==> config.mk <==
export PLATFORM = sky130hd
export DESIGN_NAME = hci_copy_sink_lockstep_flat
export DESIGN_NICKNAME = d
export VERILOG_FILES = /design/src/rtl/hci_copy_sink_lockstep_if.sv /design/src/rtl/hci_copy_sink_lockstep.sv /design/src/flat_wrapper.sv
export SDC_FILE = /design/constraint.sdc
export NUM_CORES = 1
export LEC_CHECK = 0
export ABC_AREA = 1
export BUFFER_PORTS_ARGS = -buffer_cell sky130_fd_sc_hd__buf_2
export CAP_MARGIN = 20
export CORE_AREA = 5 5 136 138
export CTS_BUF_LIST = sky130_fd_sc_hd__clkbuf_8
export DETAILED_ROUTE_END_ITERATION = 8
export DIE_AREA = 0 0 141 143
export GPL_ROUTABILITY_DRIVEN = 0
export GPL_TIMING_DRIVEN = 1
export SETUP_SLACK_MARGIN = 0.1
export SYNTH_ARGS = -nofsm -noshare
export SYNTH_HDL_FRONTEND = slang
export SYNTH_SLANG_ARGS = --single-unit
==> constraint.sdc <==
create_clock -name clk_i -period 1.4 [get_ports clk_i]
set_clock_uncertainty 0.05 [all_clocks]
set_input_delay 0.07 -clock clk_i [delete_from_list [all_inputs] [get_ports clk_i]]
set_output_delay 0.07 -clock clk_i [all_outputs]
set_load 0.1 [all_outputs]
==> src/rtl/hci_copy_sink_lockstep_if.sv <==
// HCI core request/response bundle between an initiator and a target.
// Width parameters must match the lockstep sink's width parameters.
interface hci_core_intf #(
   parameter int DW  = 32,
   parameter int AW  = 32,
   parameter int BW  = DW / 8,
   parameter int UW  = 1,
   parameter int IW  = 1,
   parameter int EW  = 1,
   parameter int EHW = 1
) ();

   logic           req;
   logic           gnt;
   logic [AW-1:0]  add;
   logic           wen;
   logic [DW-1:0]  data;
   logic [BW-1:0]  be;
   logic           r_ready;
   logic [UW-1:0]  user;
   logic [IW-1:0]  id;
   logic [DW-1:0]  r_data;
   logic           r_valid;
   logic [UW-1:0]  r_user;
   logic [IW-1:0]  r_id;
   logic           r_opc;
   logic [EHW-1:0] ereq;
   logic [EHW-1:0] egnt;
   logic [EHW-1:0] r_evalid;
   logic [EHW-1:0] r_eready;
   logic [EW-1:0]  ecc;
   logic [EW-1:0]  r_ecc;

   modport initiator (
      output req, add, wen, data, be, r_ready, user, id, ereq, r_eready, ecc,
      input  gnt, r_data, r_valid, r_user, r_id, r_opc, egnt, r_evalid, r_ecc
   );

   modport target (
      input  req, add, wen, data, be, r_ready, user, id, ereq, r_eready, ecc,
      output gnt, r_data, r_valid, r_user, r_id, r_opc, egnt, r_evalid, r_ecc
   );

   modport master (
      output req, add, wen, data, be, r_ready, user, id, ereq, r_eready, ecc,
      input  gnt, r_data, r_valid, r_user, r_id, r_opc, egnt, r_evalid, r_ecc
   );

   modport slave (
      input  req, add, wen, data, be, r_ready, user, id, ereq, r_eready, ecc,
      output gnt, r_data, r_valid, r_user, r_id, r_opc, egnt, r_evalid, r_ecc
   );

endinterface

==> src/rtl/hci_copy_sink_lockstep.sv <==
// Lockstep sink: forwards the main stream, delays main REQ/RSP by DELAY cycles,
// compares against the redundant copy stream and replays delayed responses to it.
module hci_copy_sink_lockstep #(
   parameter int DELAY     = 0,
   parameter int CNT_WIDTH = 8,
   parameter int DW        = 32,
   parameter int AW        = 32,
   parameter int UW        = 1,
   parameter int IW        = 1,
   parameter int EW        = 1,
   parameter int EHW       = 1
) (
   input  logic                 clk_i,
   input  logic                 rst_ni,
   hci_core_intf.target         tcdm_main,
   hci_core_intf.target         tcdm_copy,
   hci_core_intf.initiator      tcdm_out,
   input  logic                 clear_i,
   output logic                 fault_detected_o,
   output logic                 fault_sticky_o,
   output logic [CNT_WIDTH-1:0] fault_count_o
);

   localparam int BW    = DW / 8;
   localparam int REQ_W = 1 + EHW + EHW + EW + AW + 1 + DW + BW + 1 + UW + IW;
   localparam int RSP_W = 1 + DW + 1 + UW + IW + 1 + EHW + EHW + EW;
   localparam int CW    = (DELAY > 0) ? $clog2(DELAY + 1) : 1;
   localparam logic [CW-1:0] LAST_WARM = CW'((DELAY > 0) ? DELAY - 1 : 0);

   typedef enum logic {WARMUP, ACTIVE} state_e;
   localparam state_e RST_STATE = (DELAY == 0) ? ACTIVE : WARMUP;

   logic [REQ_W-1:0] req_main, req_copy, req_dly;
   logic [RSP_W-1:0] rsp_out, rsp_dly;
   state_e           state_q, state_d;
   logic [CW-1:0]    warm_q, warm_d;
   logic             active, mismatch, fault_next;

   assign req_main = {tcdm_main.req, tcdm_main.ereq, tcdm_main.r_eready, tcdm_main.ecc,
                      tcdm_main.add, tcdm_main.wen, tcdm_main.data, tcdm_main.be,
                      tcdm_main.r_ready, tcdm_main.user, tcdm_main.id};
   assign req_copy = {tcdm_copy.req, tcdm_copy.ereq, tcdm_copy.r_eready, tcdm_copy.ecc,
                      tcdm_copy.add, tcdm_copy.wen, tcdm_copy.data, tcdm_copy.be,
                      tcdm_copy.r_ready, tcdm_copy.user, tcdm_copy.id};
   assign rsp_out  = {tcdm_out.gnt, tcdm_out.r_data, tcdm_out.r_valid, tcdm_out.r_user,
                      tcdm_out.r_id, tcdm_out.r_opc, tcdm_out.egnt, tcdm_out.r_evalid,
                      tcdm_out.r_ecc};

   assign {tcdm_out.req, tcdm_out.ereq, tcdm_out.r_eready, tcdm_out.ecc,
           tcdm_out.add, tcdm_out.wen, tcdm_out.data, tcdm_out.be,
           tcdm_out.r_ready, tcdm_out.user, tcdm_out.id} = req_main;
   assign {tcdm_main.gnt, tcdm_main.r_data, tcdm_main.r_valid, tcdm_main.r_user,
           tcdm_main.r_id, tcdm_main.r_opc, tcdm_main.egnt, tcdm_main.r_evalid,
           tcdm_main.r_ecc} = rsp_out;
   assign {tcdm_copy.gnt, tcdm_copy.r_data, tcdm_copy.r_valid, tcdm_copy.r_user,
           tcdm_copy.r_id, tcdm_copy.r_opc, tcdm_copy.egnt, tcdm_copy.r_evalid,
           tcdm_copy.r_ecc} = rsp_dly;

   // Delay lines: free-running shift registers, zero-depth when DELAY is 0
   if (DELAY == 0) begin : g_nodly
      assign req_dly = req_main;
      assign rsp_dly = rsp_out;
   end else begin : g_dly
      logic [REQ_W-1:0] req_sr [DELAY];
      logic [RSP_W-1:0] rsp_sr [DELAY];

      always_ff @(posedge clk_i or negedge rst_ni) begin
         if (!rst_ni) begin
            for (int i = 0; i < DELAY; i++) begin
               req_sr[i] <= '0;
               rsp_sr[i] <= '0;
            end
         end else begin
            req_sr[0] <= req_main;
            rsp_sr[0] <= rsp_out;
            for (int i = 1; i < DELAY; i++) begin
               req_sr[i] <= req_sr[i-1];
               rsp_sr[i] <= rsp_sr[i-1];
            end
         end
      end

      assign req_dly = req_sr[DELAY-1];
      assign rsp_dly = rsp_sr[DELAY-1];
   end

   // Warm-up FSM: compare stays masked until the delay lines hold real traffic
   always_ff @(posedge clk_i or negedge rst_ni) begin
      if (!rst_ni) begin
         state_q <= RST_STATE;
         warm_q  <= '0;
      end else begin
         state_q <= state_d;
         warm_q  <= warm_d;
      end
   end

   always_comb begin
      state_d = state_q;
      warm_d  = warm_q;
      if (state_q == WARMUP) begin
         warm_d = warm_q + 1'b1;
         if (warm_q == LAST_WARM) state_d = ACTIVE;
      end
   end

   always_comb begin
      active = (state_q == ACTIVE);
   end

   assign mismatch   = (req_dly != req_copy);
   assign fault_next = mismatch & active;

   // Fault reporting: a fault in the same cycle as clear_i survives the clear
   always_ff @(posedge clk_i or negedge rst_ni) begin
      if (!rst_ni) begin
         fault_detected_o <= 1'b0;
         fault_sticky_o   <= 1'b0;
         fault_count_o    <= '0;
      end else begin
         fault_detected_o <= fault_next;
         fault_sticky_o   <= fault_next | (fault_sticky_o & ~clear_i);
         if (clear_i) begin
            fault_count_o <= fault_next ? CNT_WIDTH'(1) : '0;
         end else if (fault_next && (fault_count_o != '1)) begin
            fault_count_o <= fault_count_o + 1'b1;
         end
      end
   end

endmodule

==> src/flat_wrapper.sv <==
// flat-port wrapper written by rule: the top's interface ports become plain ports
module hci_copy_sink_lockstep_flat 
#(
   parameter int DELAY     = 0,
   parameter int CNT_WIDTH = 8,
   parameter int DW        = 32,
   parameter int AW        = 32,
   parameter int UW        = 1,
   parameter int IW        = 1,
   parameter int EW        = 1,
   parameter int EHW       = 1
)
  (clk_i, rst_ni, clear_i, fault_detected_o, fault_sticky_o, fault_count_o, tcdm_main_req, tcdm_main_add, tcdm_main_wen, tcdm_main_data, tcdm_main_be, tcdm_main_r_ready, tcdm_main_user, tcdm_main_id, tcdm_main_ereq, tcdm_main_r_eready, tcdm_main_ecc, tcdm_main_gnt, tcdm_main_r_data, tcdm_main_r_valid, tcdm_main_r_user, tcdm_main_r_id, tcdm_main_r_opc, tcdm_main_egnt, tcdm_main_r_evalid, tcdm_main_r_ecc, tcdm_copy_req, tcdm_copy_add, tcdm_copy_wen, tcdm_copy_data, tcdm_copy_be, tcdm_copy_r_ready, tcdm_copy_user, tcdm_copy_id, tcdm_copy_ereq, tcdm_copy_r_eready, tcdm_copy_ecc, tcdm_copy_gnt, tcdm_copy_r_data, tcdm_copy_r_valid, tcdm_copy_r_user, tcdm_copy_r_id, tcdm_copy_r_opc, tcdm_copy_egnt, tcdm_copy_r_evalid, tcdm_copy_r_ecc, tcdm_out_req, tcdm_out_add, tcdm_out_wen, tcdm_out_data, tcdm_out_be, tcdm_out_r_ready, tcdm_out_user, tcdm_out_id, tcdm_out_ereq, tcdm_out_r_eready, tcdm_out_ecc, tcdm_out_gnt, tcdm_out_r_data, tcdm_out_r_valid, tcdm_out_r_user, tcdm_out_r_id, tcdm_out_r_opc, tcdm_out_egnt, tcdm_out_r_evalid, tcdm_out_r_ecc);
  hci_core_intf #(.DW(DW), .AW(AW), .UW(UW), .IW(IW), .EW(EW), .EHW(EHW)) tcdm_main_i ();
  hci_core_intf #(.DW(DW), .AW(AW), .UW(UW), .IW(IW), .EW(EW), .EHW(EHW)) tcdm_copy_i ();
  hci_core_intf #(.DW(DW), .AW(AW), .UW(UW), .IW(IW), .EW(EW), .EHW(EHW)) tcdm_out_i ();
  input  logic clk_i;
  input  logic rst_ni;
  input  logic clear_i;
  output logic fault_detected_o;
  output logic fault_sticky_o;
  output logic [CNT_WIDTH-1:0] fault_count_o;
  input wire logic [$bits(tcdm_main_i.req)-1:0] tcdm_main_req;
  input wire logic [$bits(tcdm_main_i.add)-1:0] tcdm_main_add;
  input wire logic [$bits(tcdm_main_i.wen)-1:0] tcdm_main_wen;
  input wire logic [$bits(tcdm_main_i.data)-1:0] tcdm_main_data;
  input wire logic [$bits(tcdm_main_i.be)-1:0] tcdm_main_be;
  input wire logic [$bits(tcdm_main_i.r_ready)-1:0] tcdm_main_r_ready;
  input wire logic [$bits(tcdm_main_i.user)-1:0] tcdm_main_user;
  input wire logic [$bits(tcdm_main_i.id)-1:0] tcdm_main_id;
  input wire logic [$bits(tcdm_main_i.ereq)-1:0] tcdm_main_ereq;
  input wire logic [$bits(tcdm_main_i.r_eready)-1:0] tcdm_main_r_eready;
  input wire logic [$bits(tcdm_main_i.ecc)-1:0] tcdm_main_ecc;
  output wire logic [$bits(tcdm_main_i.gnt)-1:0] tcdm_main_gnt;
  output wire logic [$bits(tcdm_main_i.r_data)-1:0] tcdm_main_r_data;
  output wire logic [$bits(tcdm_main_i.r_valid)-1:0] tcdm_main_r_valid;
  output wire logic [$bits(tcdm_main_i.r_user)-1:0] tcdm_main_r_user;
  output wire logic [$bits(tcdm_main_i.r_id)-1:0] tcdm_main_r_id;
  output wire logic [$bits(tcdm_main_i.r_opc)-1:0] tcdm_main_r_opc;
  output wire logic [$bits(tcdm_main_i.egnt)-1:0] tcdm_main_egnt;
  output wire logic [$bits(tcdm_main_i.r_evalid)-1:0] tcdm_main_r_evalid;
  output wire logic [$bits(tcdm_main_i.r_ecc)-1:0] tcdm_main_r_ecc;
  input wire logic [$bits(tcdm_copy_i.req)-1:0] tcdm_copy_req;
  input wire logic [$bits(tcdm_copy_i.add)-1:0] tcdm_copy_add;
  input wire logic [$bits(tcdm_copy_i.wen)-1:0] tcdm_copy_wen;
  input wire logic [$bits(tcdm_copy_i.data)-1:0] tcdm_copy_data;
  input wire logic [$bits(tcdm_copy_i.be)-1:0] tcdm_copy_be;
  input wire logic [$bits(tcdm_copy_i.r_ready)-1:0] tcdm_copy_r_ready;
  input wire logic [$bits(tcdm_copy_i.user)-1:0] tcdm_copy_user;
  input wire logic [$bits(tcdm_copy_i.id)-1:0] tcdm_copy_id;
  input wire logic [$bits(tcdm_copy_i.ereq)-1:0] tcdm_copy_ereq;
  input wire logic [$bits(tcdm_copy_i.r_eready)-1:0] tcdm_copy_r_eready;
  input wire logic [$bits(tcdm_copy_i.ecc)-1:0] tcdm_copy_ecc;
  output wire logic [$bits(tcdm_copy_i.gnt)-1:0] tcdm_copy_gnt;
  output wire logic [$bits(tcdm_copy_i.r_data)-1:0] tcdm_copy_r_data;
  output wire logic [$bits(tcdm_copy_i.r_valid)-1:0] tcdm_copy_r_valid;
  output wire logic [$bits(tcdm_copy_i.r_user)-1:0] tcdm_copy_r_user;
  output wire logic [$bits(tcdm_copy_i.r_id)-1:0] tcdm_copy_r_id;
  output wire logic [$bits(tcdm_copy_i.r_opc)-1:0] tcdm_copy_r_opc;
  output wire logic [$bits(tcdm_copy_i.egnt)-1:0] tcdm_copy_egnt;
  output wire logic [$bits(tcdm_copy_i.r_evalid)-1:0] tcdm_copy_r_evalid;
  output wire logic [$bits(tcdm_copy_i.r_ecc)-1:0] tcdm_copy_r_ecc;
  output wire logic [$bits(tcdm_out_i.req)-1:0] tcdm_out_req;
  output wire logic [$bits(tcdm_out_i.add)-1:0] tcdm_out_add;
  output wire logic [$bits(tcdm_out_i.wen)-1:0] tcdm_out_wen;
  output wire logic [$bits(tcdm_out_i.data)-1:0] tcdm_out_data;
  output wire logic [$bits(tcdm_out_i.be)-1:0] tcdm_out_be;
  output wire logic [$bits(tcdm_out_i.r_ready)-1:0] tcdm_out_r_ready;
  output wire logic [$bits(tcdm_out_i.user)-1:0] tcdm_out_user;
  output wire logic [$bits(tcdm_out_i.id)-1:0] tcdm_out_id;
  output wire logic [$bits(tcdm_out_i.ereq)-1:0] tcdm_out_ereq;
  output wire logic [$bits(tcdm_out_i.r_eready)-1:0] tcdm_out_r_eready;
  output wire logic [$bits(tcdm_out_i.ecc)-1:0] tcdm_out_ecc;
  input wire logic [$bits(tcdm_out_i.gnt)-1:0] tcdm_out_gnt;
  input wire logic [$bits(tcdm_out_i.r_data)-1:0] tcdm_out_r_data;
  input wire logic [$bits(tcdm_out_i.r_valid)-1:0] tcdm_out_r_valid;
  input wire logic [$bits(tcdm_out_i.r_user)-1:0] tcdm_out_r_user;
  input wire logic [$bits(tcdm_out_i.r_id)-1:0] tcdm_out_r_id;
  input wire logic [$bits(tcdm_out_i.r_opc)-1:0] tcdm_out_r_opc;
  input wire logic [$bits(tcdm_out_i.egnt)-1:0] tcdm_out_egnt;
  input wire logic [$bits(tcdm_out_i.r_evalid)-1:0] tcdm_out_r_evalid;
  input wire logic [$bits(tcdm_out_i.r_ecc)-1:0] tcdm_out_r_ecc;
  assign tcdm_main_i.req = tcdm_main_req;
  assign tcdm_main_i.add = tcdm_main_add;
  assign tcdm_main_i.wen = tcdm_main_wen;
  assign tcdm_main_i.data = tcdm_main_data;
  assign tcdm_main_i.be = tcdm_main_be;
  assign tcdm_main_i.r_ready = tcdm_main_r_ready;
  assign tcdm_main_i.user = tcdm_main_user;
  assign tcdm_main_i.id = tcdm_main_id;
  assign tcdm_main_i.ereq = tcdm_main_ereq;
  assign tcdm_main_i.r_eready = tcdm_main_r_eready;
  assign tcdm_main_i.ecc = tcdm_main_ecc;
  assign tcdm_main_gnt = tcdm_main_i.gnt;
  assign tcdm_main_r_data = tcdm_main_i.r_data;
  assign tcdm_main_r_valid = tcdm_main_i.r_valid;
  assign tcdm_main_r_user = tcdm_main_i.r_user;
  assign tcdm_main_r_id = tcdm_main_i.r_id;
  assign tcdm_main_r_opc = tcdm_main_i.r_opc;
  assign tcdm_main_egnt = tcdm_main_i.egnt;
  assign tcdm_main_r_evalid = tcdm_main_i.r_evalid;
  assign tcdm_main_r_ecc = tcdm_main_i.r_ecc;
  assign tcdm_copy_i.req = tcdm_copy_req;
  assign tcdm_copy_i.add = tcdm_copy_add;
  assign tcdm_copy_i.wen = tcdm_copy_wen;
  assign tcdm_copy_i.data = tcdm_copy_data;
  assign tcdm_copy_i.be = tcdm_copy_be;
  assign tcdm_copy_i.r_ready = tcdm_copy_r_ready;
  assign tcdm_copy_i.user = tcdm_copy_user;
  assign tcdm_copy_i.id = tcdm_copy_id;
  assign tcdm_copy_i.ereq = tcdm_copy_ereq;
  assign tcdm_copy_i.r_eready = tcdm_copy_r_eready;
  assign tcdm_copy_i.ecc = tcdm_copy_ecc;
  assign tcdm_copy_gnt = tcdm_copy_i.gnt;
  assign tcdm_copy_r_data = tcdm_copy_i.r_data;
  assign tcdm_copy_r_valid = tcdm_copy_i.r_valid;
  assign tcdm_copy_r_user = tcdm_copy_i.r_user;
  assign tcdm_copy_r_id = tcdm_copy_i.r_id;
  assign tcdm_copy_r_opc = tcdm_copy_i.r_opc;
  assign tcdm_copy_egnt = tcdm_copy_i.egnt;
  assign tcdm_copy_r_evalid = tcdm_copy_i.r_evalid;
  assign tcdm_copy_r_ecc = tcdm_copy_i.r_ecc;
  assign tcdm_out_req = tcdm_out_i.req;
  assign tcdm_out_add = tcdm_out_i.add;
  assign tcdm_out_wen = tcdm_out_i.wen;
  assign tcdm_out_data = tcdm_out_i.data;
  assign tcdm_out_be = tcdm_out_i.be;
  assign tcdm_out_r_ready = tcdm_out_i.r_ready;
  assign tcdm_out_user = tcdm_out_i.user;
  assign tcdm_out_id = tcdm_out_i.id;
  assign tcdm_out_ereq = tcdm_out_i.ereq;
  assign tcdm_out_r_eready = tcdm_out_i.r_eready;
  assign tcdm_out_ecc = tcdm_out_i.ecc;
  assign tcdm_out_i.gnt = tcdm_out_gnt;
  assign tcdm_out_i.r_data = tcdm_out_r_data;
  assign tcdm_out_i.r_valid = tcdm_out_r_valid;
  assign tcdm_out_i.r_user = tcdm_out_r_user;
  assign tcdm_out_i.r_id = tcdm_out_r_id;
  assign tcdm_out_i.r_opc = tcdm_out_r_opc;
  assign tcdm_out_i.egnt = tcdm_out_egnt;
  assign tcdm_out_i.r_evalid = tcdm_out_r_evalid;
  assign tcdm_out_i.r_ecc = tcdm_out_r_ecc;
  hci_copy_sink_lockstep #(.DELAY(DELAY), .CNT_WIDTH(CNT_WIDTH), .DW(DW), .AW(AW), .UW(UW), .IW(IW), .EW(EW), .EHW(EHW)) u_core (.clk_i(clk_i), .rst_ni(rst_ni), .tcdm_main(tcdm_main_i), .tcdm_copy(tcdm_copy_i), .tcdm_out(tcdm_out_i), .clear_i(clear_i), .fault_detected_o(fault_detected_o), .fault_sticky_o(fault_sticky_o), .fault_count_o(fault_count_o));
endmodule
* Word level (Yosys, flattened, before mapping)
Index checks and enable logic that the tools add are counted.
Storage, ports and cells: register bits 12, input bits 195, logic and storage cells 20
Operators by class: $add $sub $neg 2, equal/unequal tests 2, mux-type cells 5, bitwise logic cells 4, reductions and logical operators 2
Operators by type and width (count):
- $ne A76 B76 Y1 | 1
- $mux W8 | 2
- $add A8 B1 Y8 const B | 1
- $ne A8 B8 Y1 const B | 1
- $mux W1 | 3
- $and A1 B1 Y1 | 2
- $reduce_bool A2 Y1 | 1
- $add A1 B1 Y1 const B | 1
- $logic_and A1 B1 Y1 | 1
- $not A1 Y1 | 1
- $or A1 B1 Y1 | 1

* Longest topological paths before layout
depth after elaboration 5, mapped depth 13, mapped depth without buffers 13

* Worst setup path after synthesis
No wires, ideal clock.
kind register to register, start register u_core.fault_count_o[0], end register u_core.fault_count_o[4], setup time 121 ps, arrival 2218 ps, required time 1229 ps, setup slack -989 ps, stages on the path, launching flop included 13, clock period less this slack 2389 ps, cells stage by stage dfrtp_1 > ha_1 > nand2_1 > nor2_1 > inv_1 > nor2_2 > nand2_1 > nor2_1 > nand2_1 > nand3_4 > nand2_4 > nand2_1 > nand2_1
On the way: cells in the longest elaborated chain, start to end 3
RTL lines:
- start: declaration | line hci_copy_sink_lockstep.sv:21 | output logic [CNT_WIDTH-1:0] fault_count_o
- start signal: assignment | line hci_copy_sink_lockstep.sv:124 | fault_count_o <= fault_next ? CNT_WIDTH'(1) : '0;
- start signal: assignment | line hci_copy_sink_lockstep.sv:126 | fault_count_o <= fault_count_o + 1'b1;
- $add A8 B1 Y8 / $ne A8 B8 Y1 (equally long branches) | line hci_copy_sink_lockstep.sv:126, hci_copy_sink_lockstep.sv:125
- $mux W8 / $logic_and A1 B1 Y1 (equally long branches) | line hci_copy_sink_lockstep.sv:125 | end else if (fault_next && (fault_count_o != '1)) begin
- $mux W8 / $reduce_bool A2 Y1 (equally long branches)
Parallel ways exist; a longest one is shown, timed or not. The select of a mux whose other input is x is not followed. A chain may end at the register's enable or synchronous reset.

* Worst setup path in the final report
start register u_core.fault_count_o[1], end register u_core.fault_count_o[0]
On the way: cells in the longest elaborated chain, start to end 3
RTL lines (line):
- $ne A8 B8 Y1 | hci_copy_sink_lockstep.sv:125
- $logic_and A1 B1 Y1 | hci_copy_sink_lockstep.sv:125
- $reduce_bool A2 Y1 (no line)
No other way between the ends.

==> results.ini <==
[outcome]
status=finished, violations left
violations=negative setup slack

[layout]
n_antenna_cell=0
syn_to_final_growth_pct=23.32
drive_gt1_frac=0.4484
design_area_um2=3904
layout_common_cells=236 x buf_2, 152 x nand2_1, 85 x inv_1
num-nets-final=875
layout_commonest_cell=buf_2

[power]
p_clk_frac=0.130
p_leak_uw=0.002457
swShare=0.5913
p_per_area_nw_per_um2=628.3
irDropWorstVdd_mv=0.2506
internal_power_uw=1002
seq_power_share=0.150
power_switching_uw=1450
comb_power_share=0.720
finalPower_uw=2453

[grt]
grt-ovfl-total=0
grt_pass1_vias=3061
antenna_found_initial=0
grt_max_degree=13
grt_pass1_wl_um=15010
grt_util_all_layers=0.09169

[clocking]
path_clk_slew_ps=60
cts_buffers=3
root_buffer=clkbuf_8
htree_num_levels=1
clockBufferDepth=2
insertion_delay_ps=240
clock_sinks=12
tritoncts=yes

[hold_path]
hold_path.class=input pin to output port

[detailed_routing]
routedWlPerCell_um=11.08
ant_nets=0
wl_um=10010
via_per_inst=3.623
drc=0
via_count=3272
first_iter_violations=80
drt-pass1-iter-count=4

[run]
cap_violations=0

[sta]
slew_violations=0
worstMarginPinSlew_ps=515.5
hold_ws_ps=90.02
setup_violations=8
post-route-min-period_ps=1639
rsz0062_at_grt=true
post-route-period-util=1.171
fmax_mhz=610.2
hold_viol=0
worst_slack_ps=-238.7
maxSlewHeadroom=0.6587

[yosys]
syn_nets=754
synth_cells=558
synth_cell_type_count=21
synth_area_um2=3166
ys_seq_area_frac=0.09526
yosysWarnings=0
avgSynthCellArea_um2=5.673
ys_seq_elements=12

[placement]
preCtsSetupSlack_ps=-398.8
place_area_um2=3717
dp_hpwl_um=9108
port_buffers=240

[critical_path]
cp.arrival_ps=1720
cp-start-kind=flop
critical_path_class=flop to flop
critical_path.max_fanout=4
cp-end-kind=flop
required_ps=1480

[floorplanning]
ios=361
dieArea_um2=20160
die_x_um=141
core-area_um2=17060
dieHeight_um=143
rows=48
start_util=0.1856

-- cell usage after synthesis --
library cell,n,area [µm²]
a21oi_1,4,20.02
buf_4,156,1171
buf_6,1,11.26
dfrtp_1,11,275.3
dfstp_2,1,26.28
ha_1,1,12.51
inv_1,85,319.1
nand2_1,158,593.1
nand2_4,1,11.26
nand3_1,13,65.06
nand3_2,1,10.01
nand3_4,1,17.52
nor2_1,85,319.1
nor2_2,3,18.77
nor3_1,3,15.01
nor3b_1,1,7.510
o21ai_0,3,15.01
or2_0,1,6.260
or2_2,1,6.260
xnor2_1,22,192.7
xor2_1,6,52.55
-- registers in the layout, summed over array words and instances (netlist names) --
signal and flops:
u_core.warm_q 1, u_core.fault_detected_o 1, u_core.active 1, u_core.fault_count_o 8, u_core.fault_sticky_o 1
-- power by group through the flow --
| stage | logic [µW] | registers (µW) | clock network, µW |
|---|---|---|---|
| 2_1_floorplan | 2390 | 447 | 0 |
| 3_3_place_gp | 1760 | 374 | 0 |
| 3_5_place_dp | 1770 | 375 | 0 |
| 4_1_cts | 1780 | 368 | 333 |
| 5_1_grt | 1890 | 369 | 347 |
| 6_report | 1770 | 369 | 319 |
-- layer usage --
metal / vias up / global-route usage / wire, µm
met5: - / 0 / 0
met4: 0 / 0.01479 / 53
met3: 6 / 0.03382 / 1332
met2: 237 / 0.1563 / 4640
met1: 1323 / 0.1130 / 3982
li1: 1706 / - / -
-- final timing paths --
check | from | endpoint | slack (ps) | cells after the start
hold reg to reg | u_core.warm_q | u_core.active | 370 | 1
max in group asynchronous | rst_ni | u_core.active | 830 | 2
hold / removal | tcdm_out_r_data[8] | tcdm_main_r_data[8] | 90 | 0
min in group asynchronous | rst_ni | u_core.fault_count_o[5] | 190 | 2
setup / recovery | u_core.fault_count_o[1] | u_core.fault_count_o[0] | -240 | 12
setup reg to reg | u_core.fault_count_o[1] | u_core.fault_count_o[0] | -240 | 12
-- area by class of cell --
cell class / count / area (µm²)
clock buffer: 3 / 41.29
sequential: 12 / 312.8
multi-input combinational: 304 / 1446
tap: 225 / 281.5
timing repair buffer: 273 / 1499
clock inverter: 1 / 3.754
fill: 1936 / 13150
inverter: 85 / 319.1
-- critical path, stage by stage (launching register included) --
cell,delay (ps)
dfrtp_4,480
ha_4,170
nand2_2,70
nor2_2,40
inv_2,70
nor2_4,50
nand2_2,70
nor2_4,40
nand2_2,70
nand3_4,130
buf_12,170
nand3_1,50
nand2_1,50
-- cell families (layout without fill, tap and decap cells) --
| logic type | after synthesis | after routing | synth area share |
|---|---|---|---|
| simple gates | 268 | 268 | 0.3379 |
| fa+ha+maj | 1 | 1 | 0.003952 |
| flops | 12 | 12 | 0.09526 |
| compound gates | 7 | 7 | 0.01107 |
| buf+inv | 242 | 362 | 0.4743 |
| xor+xnor | 28 | 28 | 0.07747 |
-- through the flow --
step	util	TNS (ps)	std cells
final	0.2289	-1834	903
after global routing	0.2289	-2632	903
after CTS	0.2253	-1953	903
after detailed placement	0.2179	-3732	894
after global placement	0.2179	-3941	894
after floorplan	-	-3875	558
-- repair_timing --
| action | in CTS | in global routing |
|---|---|---|
| cloned | 0 | 0 |
| pin swaps | 2 | 10 |
| endpoints found under the hold margin | 12 | 0 |
| hold buffers | 1 | 0 |
| resized for setup | 4 | 19 |
| setup endpoints to repair | 11 | 12 |
| buffers inserted | 4 | 0 |
(Power assumes the default switching activity.)
